$ cat src/rtl/mm_share_arbiter.sv
// mm_share_arbiter: two-requester arbiter sharing one systolic_matrix_mult engine.
//   clk, rst_n                   clock, asynchronous active-low reset
//   req[1:0] / gnt[1:0]          per-requester job request / one-hot engine owner
//   rq_a_* / rq_b_*              per-requester A and B element streams (slice i = requester i)
//   mm_start, mm_a_*, mm_b_*     start pulse and owner-muxed A/B streams to the engine
//   mm_c_*, mm_done              result stream and job completion from the engine
//   rs_c_data/row/col            registered result, broadcast to both requesters
//   rs_c_valid[1:0], rs_done[1:0] result-valid and job-done on the owner's bit only
//   busy                         high whenever a job is in progress
// Build option: define MM_ARB_FIXED_PRIORITY_EN for fixed priority (requester 0 wins ties)
// instead of round-robin.
module mm_share_arbiter #(
  parameter int DATA_WIDTH = 16,
  parameter int M = 4,
  parameter int N = 2,
  parameter int K = 3,
  localparam int MW = (M > 1) ? $clog2(M) : 1,
  localparam int NW = (N > 1) ? $clog2(N) : 1,
  localparam int KW = (K > 1) ? $clog2(K) : 1
) (
  input  logic                    clk,
  input  logic                    rst_n,
  input  logic [1:0]              req,
  output logic [1:0]              gnt,
  input  logic [2*DATA_WIDTH-1:0] rq_a_data,
  input  logic [2*MW-1:0]         rq_a_row,
  input  logic [2*KW-1:0]         rq_a_col,
  input  logic [1:0]              rq_a_valid,
  input  logic [2*DATA_WIDTH-1:0] rq_b_data,
  input  logic [2*KW-1:0]         rq_b_row,
  input  logic [2*NW-1:0]         rq_b_col,
  input  logic [1:0]              rq_b_valid,
  output logic                    mm_start,
  output logic [DATA_WIDTH-1:0]   mm_a_data,
  output logic [MW-1:0]           mm_a_row,
  output logic [KW-1:0]           mm_a_col,
  output logic                    mm_a_valid,
  output logic [DATA_WIDTH-1:0]   mm_b_data,
  output logic [KW-1:0]           mm_b_row,
  output logic [NW-1:0]           mm_b_col,
  output logic                    mm_b_valid,
  input  logic [DATA_WIDTH-1:0]   mm_c_data,
  input  logic [MW-1:0]           mm_c_row,
  input  logic [NW-1:0]           mm_c_col,
  input  logic                    mm_c_valid,
  input  logic                    mm_done,
  output logic [DATA_WIDTH-1:0]   rs_c_data,
  output logic [MW-1:0]           rs_c_row,
  output logic [NW-1:0]           rs_c_col,
  output logic [1:0]              rs_c_valid,
  output logic [1:0]              rs_done,
  output logic                    busy
);
  localparam int CAW = $clog2(M*K+1);
  localparam int CBW = $clog2(K*N+1);
  typedef enum logic [1:0] {IDLE, START, LOAD, WAIT} state_e;
  state_e state_q, state_d;
  logic owner_q, owner_d, win;
  logic [CAW-1:0] a_cnt_q, a_cnt_d;
  logic [CBW-1:0] b_cnt_q, b_cnt_d;
  logic a_full, b_full;
  logic [DATA_WIDTH-1:0] rs_c_data_q;
  logic [MW-1:0] rs_c_row_q;
  logic [NW-1:0] rs_c_col_q;
  logic [1:0] rs_c_valid_q, rs_done_q;

`ifdef MM_ARB_FIXED_PRIORITY_EN
  assign win = ~req[0];
`else
  // last_q holds the previous winner; reset to 1 so requester 0 takes the first tie.
  logic last_q;
  assign win = (req == 2'b11) ? ~last_q : req[1];
  always_ff @(posedge clk or negedge rst_n)
    if (!rst_n) last_q <= 1'b1;
    else if (state_q == IDLE && |req) last_q <= win;
`endif

  always_ff @(posedge clk or negedge rst_n) begin
    if (!rst_n) begin
      state_q      <= IDLE;
      owner_q      <= 1'b0;
      a_cnt_q      <= '0;
      b_cnt_q      <= '0;
      rs_c_data_q  <= '0;
      rs_c_row_q   <= '0;
      rs_c_col_q   <= '0;
      rs_c_valid_q <= 2'b00;
      rs_done_q    <= 2'b00;
    end else begin
      state_q      <= state_d;
      owner_q      <= owner_d;
      a_cnt_q      <= a_cnt_d;
      b_cnt_q      <= b_cnt_d;
      rs_c_valid_q <= (state_q == WAIT && mm_c_valid) ? gnt : 2'b00;
      rs_done_q    <= (state_q == WAIT && mm_done) ? gnt : 2'b00;
      if (state_q == WAIT && mm_c_valid) begin
        rs_c_data_q <= mm_c_data;
        rs_c_row_q  <= mm_c_row;
        rs_c_col_q  <= mm_c_col;
      end
    end
  end

  // LOAD ends on the cycle the final outstanding beat is forwarded, so "full"
  // looks ahead by the beat being accepted this cycle.
  always_comb begin
    a_full  = (a_cnt_q == CAW'(M*K)) || (mm_a_valid && a_cnt_q == CAW'(M*K-1));
    b_full  = (b_cnt_q == CBW'(K*N)) || (mm_b_valid && b_cnt_q == CBW'(K*N-1));
    a_cnt_d = (state_q == LOAD) ? a_cnt_q + CAW'(mm_a_valid) : '0;
    b_cnt_d = (state_q == LOAD) ? b_cnt_q + CBW'(mm_b_valid) : '0;
    owner_d = (state_q == IDLE && |req) ? win : owner_q;
    state_d = (state_q == IDLE)  ? (|req ? START : IDLE) :
              (state_q == START) ? LOAD :
              (state_q == LOAD)  ? ((a_full && b_full) ? WAIT : LOAD) :
              (mm_done ? IDLE : WAIT);
  end

  always_comb begin
    busy       = state_q != IDLE;
    gnt        = busy ? {owner_q, ~owner_q} : 2'b00;
    mm_start   = state_q == START;
    mm_a_data  = owner_q ? rq_a_data[2*DATA_WIDTH-1:DATA_WIDTH] : rq_a_data[DATA_WIDTH-1:0];
    mm_a_row   = owner_q ? rq_a_row[2*MW-1:MW] : rq_a_row[MW-1:0];
    mm_a_col   = owner_q ? rq_a_col[2*KW-1:KW] : rq_a_col[KW-1:0];
    mm_a_valid = state_q == LOAD && rq_a_valid[owner_q] && a_cnt_q != CAW'(M*K);
    mm_b_data  = owner_q ? rq_b_data[2*DATA_WIDTH-1:DATA_WIDTH] : rq_b_data[DATA_WIDTH-1:0];
    mm_b_row   = owner_q ? rq_b_row[2*KW-1:KW] : rq_b_row[KW-1:0];
    mm_b_col   = owner_q ? rq_b_col[2*NW-1:NW] : rq_b_col[NW-1:0];
    mm_b_valid = state_q == LOAD && rq_b_valid[owner_q] && b_cnt_q != CBW'(K*N);
    rs_c_data  = rs_c_data_q;
    rs_c_row   = rs_c_row_q;
    rs_c_col   = rs_c_col_q;
    rs_c_valid = rs_c_valid_q;
    rs_done    = rs_done_q;
  end
endmodule
$ cat config.mk
export PLATFORM = sky130hd
export DESIGN_NAME = mm_share_arbiter
export DESIGN_NICKNAME = d
export VERILOG_FILES = /design/src/rtl/mm_share_arbiter.sv
export SDC_FILE = /design/constraint.sdc
export NUM_CORES = 1
export LEC_CHECK = 0
export CORE_ASPECT_RATIO = 1.5
export CORE_MARGIN = 2
export CORE_UTILIZATION = 31
export DETAILED_ROUTE_END_ITERATION = 6
export GPL_ROUTABILITY_DRIVEN = 0
export GPL_TIMING_DRIVEN = 0
export PLACE_DENSITY = 0.76
export SYNTH_ARGS = -nofsm -noshare
export SYNTH_HDL_FRONTEND = slang
export SYNTH_SLANG_ARGS = --single-unit
$ cat constraint.sdc
create_clock -name clk -period 1.95 [get_ports clk]
set_clock_uncertainty 0.1 [all_clocks]
set_input_delay 0.39 -clock clk [delete_from_list [all_inputs] [get_ports clk]]
set_output_delay 0.39 -clock clk [all_outputs]
set_load 0.005 [all_outputs]
==> impl_metrics.env <==
export IMPL_total_power_mw=5.43
export IMPL_dpl_worst_slack_ns=-0.300
export IMPL_crit_required_ns=1.46
export IMPL_violations="setup timing"
export IMPL_crit_arrival_ns=1.62
export IMPL_clk_pin_slew_ns=0.07
export IMPL_grt_pass1_vias=2111
export IMPL_cts_tree="done"
export IMPL_die_x_um=69.0
export IMPL_grt_max_degree=35
export IMPL_netlist_cell_type_count=28
export IMPL_tightest_slew_ns=0.759
export IMPL_grt_pass1_wl_um=10400
export IMPL_antenna_found_initial=0
export IMPL_drcViolationCount=0
export IMPL_area_growth_pct=122
export IMPL_initial_core_util=0.320
export IMPL_worst_path_max_fanout=4
export IMPL_ioPinCount=175
export IMPL_gr_total_overflow=0
export IMPL_core_area_um2=6130
export IMPL_ys_seq_elements=34
export IMPL_start_kind="flop"
export IMPL_fp_dieH_um=101
export IMPL_synth_ff_type="dfrtp_1"
export IMPL_layout_drive_gt1_share=0.440
export IMPL_finalCritPeriodShare=1.08
export IMPL_place_hpwl_um=5470
export IMPL_ant_nets=0
export IMPL_path_cells="buf_6 -> buf_6 -> buf_6 -> mux2_4 -> and3_4 -> buf_6"
export IMPL_critPathSlowestCell="dfrtp_1"
export IMPL_io_buffers=174
export IMPL_yosysWarnings=0
export IMPL_via_per_inst=4.64
export IMPL_wl_per_cell_um=16.7
export IMPL_maxCapViolCount=0
export IMPL_cts_buffers=5
export IMPL_cp_common_cell="buf_6"
export IMPL_path_class="reg -> out"
export IMPL_clock_path_buffers=2
export IMPL_n_antenna_cell=0
export IMPL_dr_pass1_iters=3
export IMPL_min_period_ns=2.11
export IMPL_p_leak_nw=2.04
export IMPL_slew_headroom=0.494
export IMPL_powerDensity_nw_per_um2=1250
export IMPL_layout_setup_ws_ns=-0.158
export IMPL_rows=35
export IMPL_postSynthCellCount=150
export IMPL_vdd_drop_max_v=0.000901
export IMPL_nets=471
export IMPL_status="finished, violations left"
export IMPL_die_area_um2=6990
export IMPL_cts_sinks=34
export IMPL_clk_latency_ns=0.28
export IMPL_h_tree_depth=2
export IMPL_ctsHoldBuffers=0
export IMPL_vias=2018
export IMPL_slowest_delay_ns=0.40
export IMPL_synth_fp_nets=261
export IMPL_syn_area_per_cell_um2=13.1
export IMPL_end_kind="output port"
export IMPL_synth_edf_count=0
export IMPL_final_cells=435
export IMPL_clock_root_buffer="clkbuf_8"
export IMPL_synth_seq_area_share=0.434
export IMPL_hp_class="in -> async"
export IMPL_maxSlewViolCount=0
export IMPL_rsz0062_at_grt="true"
export IMPL_synthArstFlopShare=1.00
export IMPL_gr_usage_all_layers=0.208
export IMPL_routed_wl_um=7250
export IMPL_final_setup_viol_count=28
export IMPL_dp_cells=398
export IMPL_fmax_mhz=474
export IMPL_syn_area_um2=1960
export IMPL_hold_violations=0
export IMPL_drt_iter0_markers=20
worst max-delay path: cells and delay by family, from the launching register on:
kind,cells,cell delay [ns]
buffers and inverters,4,0.46
flip-flops,1,0.40
multiplexers,1,0.29
AND/OR/NAND/NOR,1,0.18
metal layers:
metal	track usage	up-vias	wire length [um]
li1	-	950	-
met1	0.212	931	2520
met2	0.373	131	3590
met3	0.0922	6	1060
met4	0.0588	0	85
met5	0	-	0
state kept, by name, indices dropped and copies added (netlist names), 2 cells and up:
| register | cells |
|---|---|
| rs_c_data | 16 |
| rs_c_row | 2 |
| a_cnt_q | 4 |
| b_cnt_q | 3 |
| state_q | 2 |
| rs_done | 2 |
| rs_c_valid | 2 |
cells in the mapped netlist, types with 2 or more instances:
cell | count | share of area
mux2_2 | 42 | 0.24
dfrtp_1 | 33 | 0.42
mux2_4 | 18 | 0.14
nor2_1 | 12 | 0.023
and2_1 | 5 | 0.016
nand2_1 | 5 | 0.0096
buf_2 | 4 | 0.010
ha_1 | 4 | 0.026
buf_6 | 3 | 0.017
a31oi_1 | 2 | 0.0064
and2b_1 | 2 | 0.0077
nand3_1 | 2 | 0.0051
xnor2_1 | 2 | 0.0089
xor2_1 | 2 | 0.0089
through the flow:
stage	hold WS, ns	utilization	area, um2	setup TNS (ns)
after detailed placement	0.391	0.618	3790	-4.82
after global placement	0.391	0.619	3800	-15.30
final	0.0695	0.710	4350	-1.16
after floorplan	-0.00559	-	1960	0
after CTS	0.0857	0.695	4260	-2.60
after global routing	0.118	0.710	4350	-2.71
power breakdown:
group          internal, mW  leakage, nW  switching (mW)
Sequential             1.01        0.421           0.203
Combinational          2.54         1.57            1.14
Clock                 0.284       0.0472           0.259
Total                  3.83         2.04            1.60
logic make-up (layout without fill, tap and decap cells):
family | Yosys count | count (layout) | synth area share
mux | 60 | 60 | 0.379
simple gates | 32 | 32 | 0.0867
buf+inv | 9 | 220 | 0.0312
flops | 34 | 34 | 0.434
fa+ha+maj | 4 | 4 | 0.0255
compound gates | 7 | 7 | 0.0255
xor+xnor | 4 | 4 | 0.0179
final timing paths:
check | from | to | slack (ns) | cells after the start
hold / removal | rst_n | rs_c_data[4]$_DFFE_PN0P_ | 0.07 | 1
hold reg to reg | rs_c_data[8]$_DFFE_PN0P_ | rs_c_data[8]$_DFFE_PN0P_ | 0.41 | 1
max in group asynchronous | rst_n | state_q[0]$_DFF_PN0_ | 1.15 | 1
min in group clk | rs_c_data[8]$_DFFE_PN0P_ | rs_c_data[8]$_DFFE_PN0P_ | 0.41 | 1
setup reg to reg | owner_q$_DFFE_PN0P_ | b_cnt_q[2]$_DFF_PN0_ | -0.07 | 9
setup / recovery | owner_q$_DFFE_PN0P_ | mm_b_valid | -0.16 | 6
layout make-up:
type	instances	area, um2
timing repair buffer	203	2020
sequential	34	855
tap	74	92.6
clock inverter	2	12.5
inverter	2	7.51
multi-input combinational	107	1180
fill	455	1780
buffer	7	93.8
clock buffer	6	82.6
cell usage in the layout, fill, tap and decap left out, types with 4 or more instances in the layout:
cell / count
mux2_2: 12
and2_1: 5
buf_6: 46
buf_2: 15
dfrtp_1: 31
clkdlybuf4s50_1: 128
buf_4: 10
nor2_1: 10
clkbuf_8: 6
buf_8: 5
mux2_4: 48
nand2_1: 4
what timing repair did:
action | 4_1_cts | 5_1_grt
endpoints found under the hold margin | 0 | 0
resized for setup | 235 | 39
setup buffers | 26 | 5
pin swaps | 1 | 2
endpoints found under the setup margin | 45 | 40
cloned | 4 | 0
Power figures use the tool's default switching activity.
==> RTL change: new RTL, config.mk and constraints unchanged <==
One comparison of `a_cnt_q` changes from == to >=.
--- a/src/rtl/mm_share_arbiter.sv
+++ b/src/rtl/mm_share_arbiter.sv
@@ -104,7 +104,7 @@
   // LOAD ends on the cycle the final outstanding beat is forwarded, so "full"
   // looks ahead by the beat being accepted this cycle.
   always_comb begin
-    a_full  = (a_cnt_q == CAW'(M*K)) || (mm_a_valid && a_cnt_q == CAW'(M*K-1));
+    a_full  = (a_cnt_q == CAW'(M*K)) || (mm_a_valid && a_cnt_q >= CAW'(M*K-1));
     b_full  = (b_cnt_q == CBW'(K*N)) || (mm_b_valid && b_cnt_q == CBW'(K*N-1));
     a_cnt_d = (state_q == LOAD) ? a_cnt_q + CAW'(mm_a_valid) : '0;
     b_cnt_d = (state_q == LOAD) ? b_cnt_q + CBW'(mm_b_valid) : '0;
Behaviour: same outputs for any inputs over 10 cycles, from zero or initial values and one cycle with rst_n low; that may be too few to reach the edited logic, so the function may still have changed.
==> RTL change against the unedited design <==
  * Worst setup slack improved by 0.082 ns
  * Sequential cell count did not move
  * Design area fell by 1.2%
  * Critical path depth fell by 1
  * Area after synthesis fell by 3.8%
  * The flow still finishes with violations (negative setup slack)
  * Maximum frequency rose by 4.0%
  * Total power fell by 2.8%
  * Routed wire length rose by 0.51%
==> RTL change: results (changes against the unedited design) <==
* Outcome: complete, but fails checks
* Failing checks: negative setup slack
* Crit path largest cell delay at 0.41 ns
* Largest net degree at the start of global routing at 35 (unchanged)
* DR DRC count at 0 (unchanged)
* Synth Net Count at 260 (-0.38%)
* Arrival @ worst endpoint at 1.54 ns (-0.08 ns)
* Port buffer count at 174 (unchanged)
* Initial drt markers at 27 (+35%)
* Reg clk slew, reported paths at 0.06 ns
* Seq/Total Area, Yosys at 0.451 (+0.0170)
* Top post-synthesis cells by count: mux2_2, dfrtp_1, nor2_1
* Tot GR Track Use at 0.213 (+0.00505)
* Clk_lat worst skew at 0.28 ns (about the same)
* Area contributors post-synth: dfrtp_1, mux2_2, ha_1
* Vias in the first global route at 2208 (+4.6%)
* Detailed Place HPWL at 5.07 mm (-7.4%)
* Commonest register cell after synthesis: dfrtp_1
* First-pass GRT wire length at 10.8 mm (+3.4%)
* Largest register FFs at 16 (unchanged)
* Final #Nets at 464 (-1.5%)
* Initial antenna violation count at 0 (unchanged)
* Critical path's slowest cell: dfrtp_1
* Crit-path max FO at 6 (+2)
* Met1 Use GR at 0.213 (+0.000974)
* Hold/Removal Path Class: input pin to async pin
* H-tree depth at 2 (unchanged)
* Actual slew at the worst max-slew pin at 0.745 ns (-0.0140 ns)
* Layout cells sized above 1 at 0.438 (-0.00259)
* Async S/R FF share, synth at 1.00 (unchanged)
* Setup ws final at -0.0762 ns (+0.0817 ns)
* GR met3 Demand/Resource at 0.0814 (-0.0108)
* Pleak at 1.93 nW (-5.6%)
* Netlist cell types at 29 (+3.6%)
* Drt wl/cell at 17.1 µm (+2.6%)
* Grt met2 use at 0.378 (+0.00505)
* Via count at 2027 (+0.45%)
* Peak supply drop at 758 µV (-16%)
* Final setup viols at 21 (-25%)
* Drt pass-1 iters at 4 (+1)
[RTL change: cell count changes after synthesis, moves of 2 or more]
cell | before | now
and2b_1 | 2 | 0
mux2i_1 | 0 | 2
mux2_4 | 18 | 1
nand2_1 | 5 | 3
mux2_2 | 42 | 57
nor2b_1 | 1 | 4
a21oi_1 | 1 | 3
[RTL change: cells by family (layout without fill, tap and decap cells)]
group | count (synthesis) | in the layout | share of synthesized area
muxes | 60 | 60 | 0.359
DFF | 34 | 34 | 0.451
and+or+nand+nor | 28 | 28 | 0.0775
AOI/OAI and AO/OA | 11 | 11 | 0.0398
buffers and inverters | 9 | 214 | 0.0325
adders and majority gates | 4 | 4 | 0.0265
xor gates and xnor gates | 3 | 3 | 0.0139
[RTL change: report_power, final]
part | leakage (nW) | switching [W] | internal [W]
Clock | 0.0455 | 0.000231 | 0.000288
Combinational | 1.46 | 0.00114 | 0.00241
Sequential | 0.420 | 0.000206 | 0.00101
[RTL change: worst register-to-register path: stages, from the launching register on]
cell and delay, ns:
dfrtp_1 0.41, buf_6 0.14, buf_4 0.14, mux2i_2 0.23, a211oi_2 0.07, buf_4 0.14, ha_1 0.19, ha_1 0.26
and2_1 0.13
[RTL change: final cells by class]
class,count,area (µm²)
buffer,5,63.8
clock buffer,8,90.1
fill,402,1530
inverter,2,7.51
multi-input combinational,106,1180
sequential,34,855
tap,72,90.1
timing repair buffer,199,2010
[RTL change: final timing paths]
| kind | start | to | slack, ns | cells past startpoint |
|---|---|---|---|---|
| worst max-delay path | owner_q | mm_a_data[10] | -0.08 | 5 |
| worst min-delay path | rst_n | rs_c_data[11] | 0.08 | 1 |
| worst max register to register | owner_q | b_cnt_q[1] | 0.03 | 8 |
| worst min register to register | rs_c_data[4] | rs_c_data[4] | 0.40 | 1 |
| max in group asynchronous | rst_n | state_q[1] | 1.16 | 1 |
| min in group clk | rs_c_data[4] | rs_c_data[4] | 0.40 | 1 |
[RTL change: metrics by stage]
stage / instances / setup slack [ns] / setup TNS (ns) / area, µm²
after floorplan: 149 / 0.142 / 0 / 1890
after global placement: 395 / -0.421 / -14.11 / 3720
after detailed placement: 395 / -0.443 / -4.21 / 3710
after CTS: 425 / -0.131 / -1.59 / 4150
after global routing: 426 / -0.130 / -2.42 / 4300
final: 426 / -0.0762 / -0.815 / 4300
[RTL change: metal layers]
metal,vias to the layer above,share of wire
met5,-,0
met4,0,0.031
met3,20,0.12
met2,124,0.52
met1,942,0.33
li1,941,-
[RTL change: repair_timing]
| item | in CTS | in global routing |
|---|---|---|
| cloned | 4 | 0 |
| pin swaps | 3 | 3 |
| endpoints found under the hold margin | 0 | 0 |
| resized for setup | 240 | 42 |
| setup endpoints to repair | 46 | 46 |
| buffers inserted | 18 | 6 |
| hold buffers | 0 | 0 |
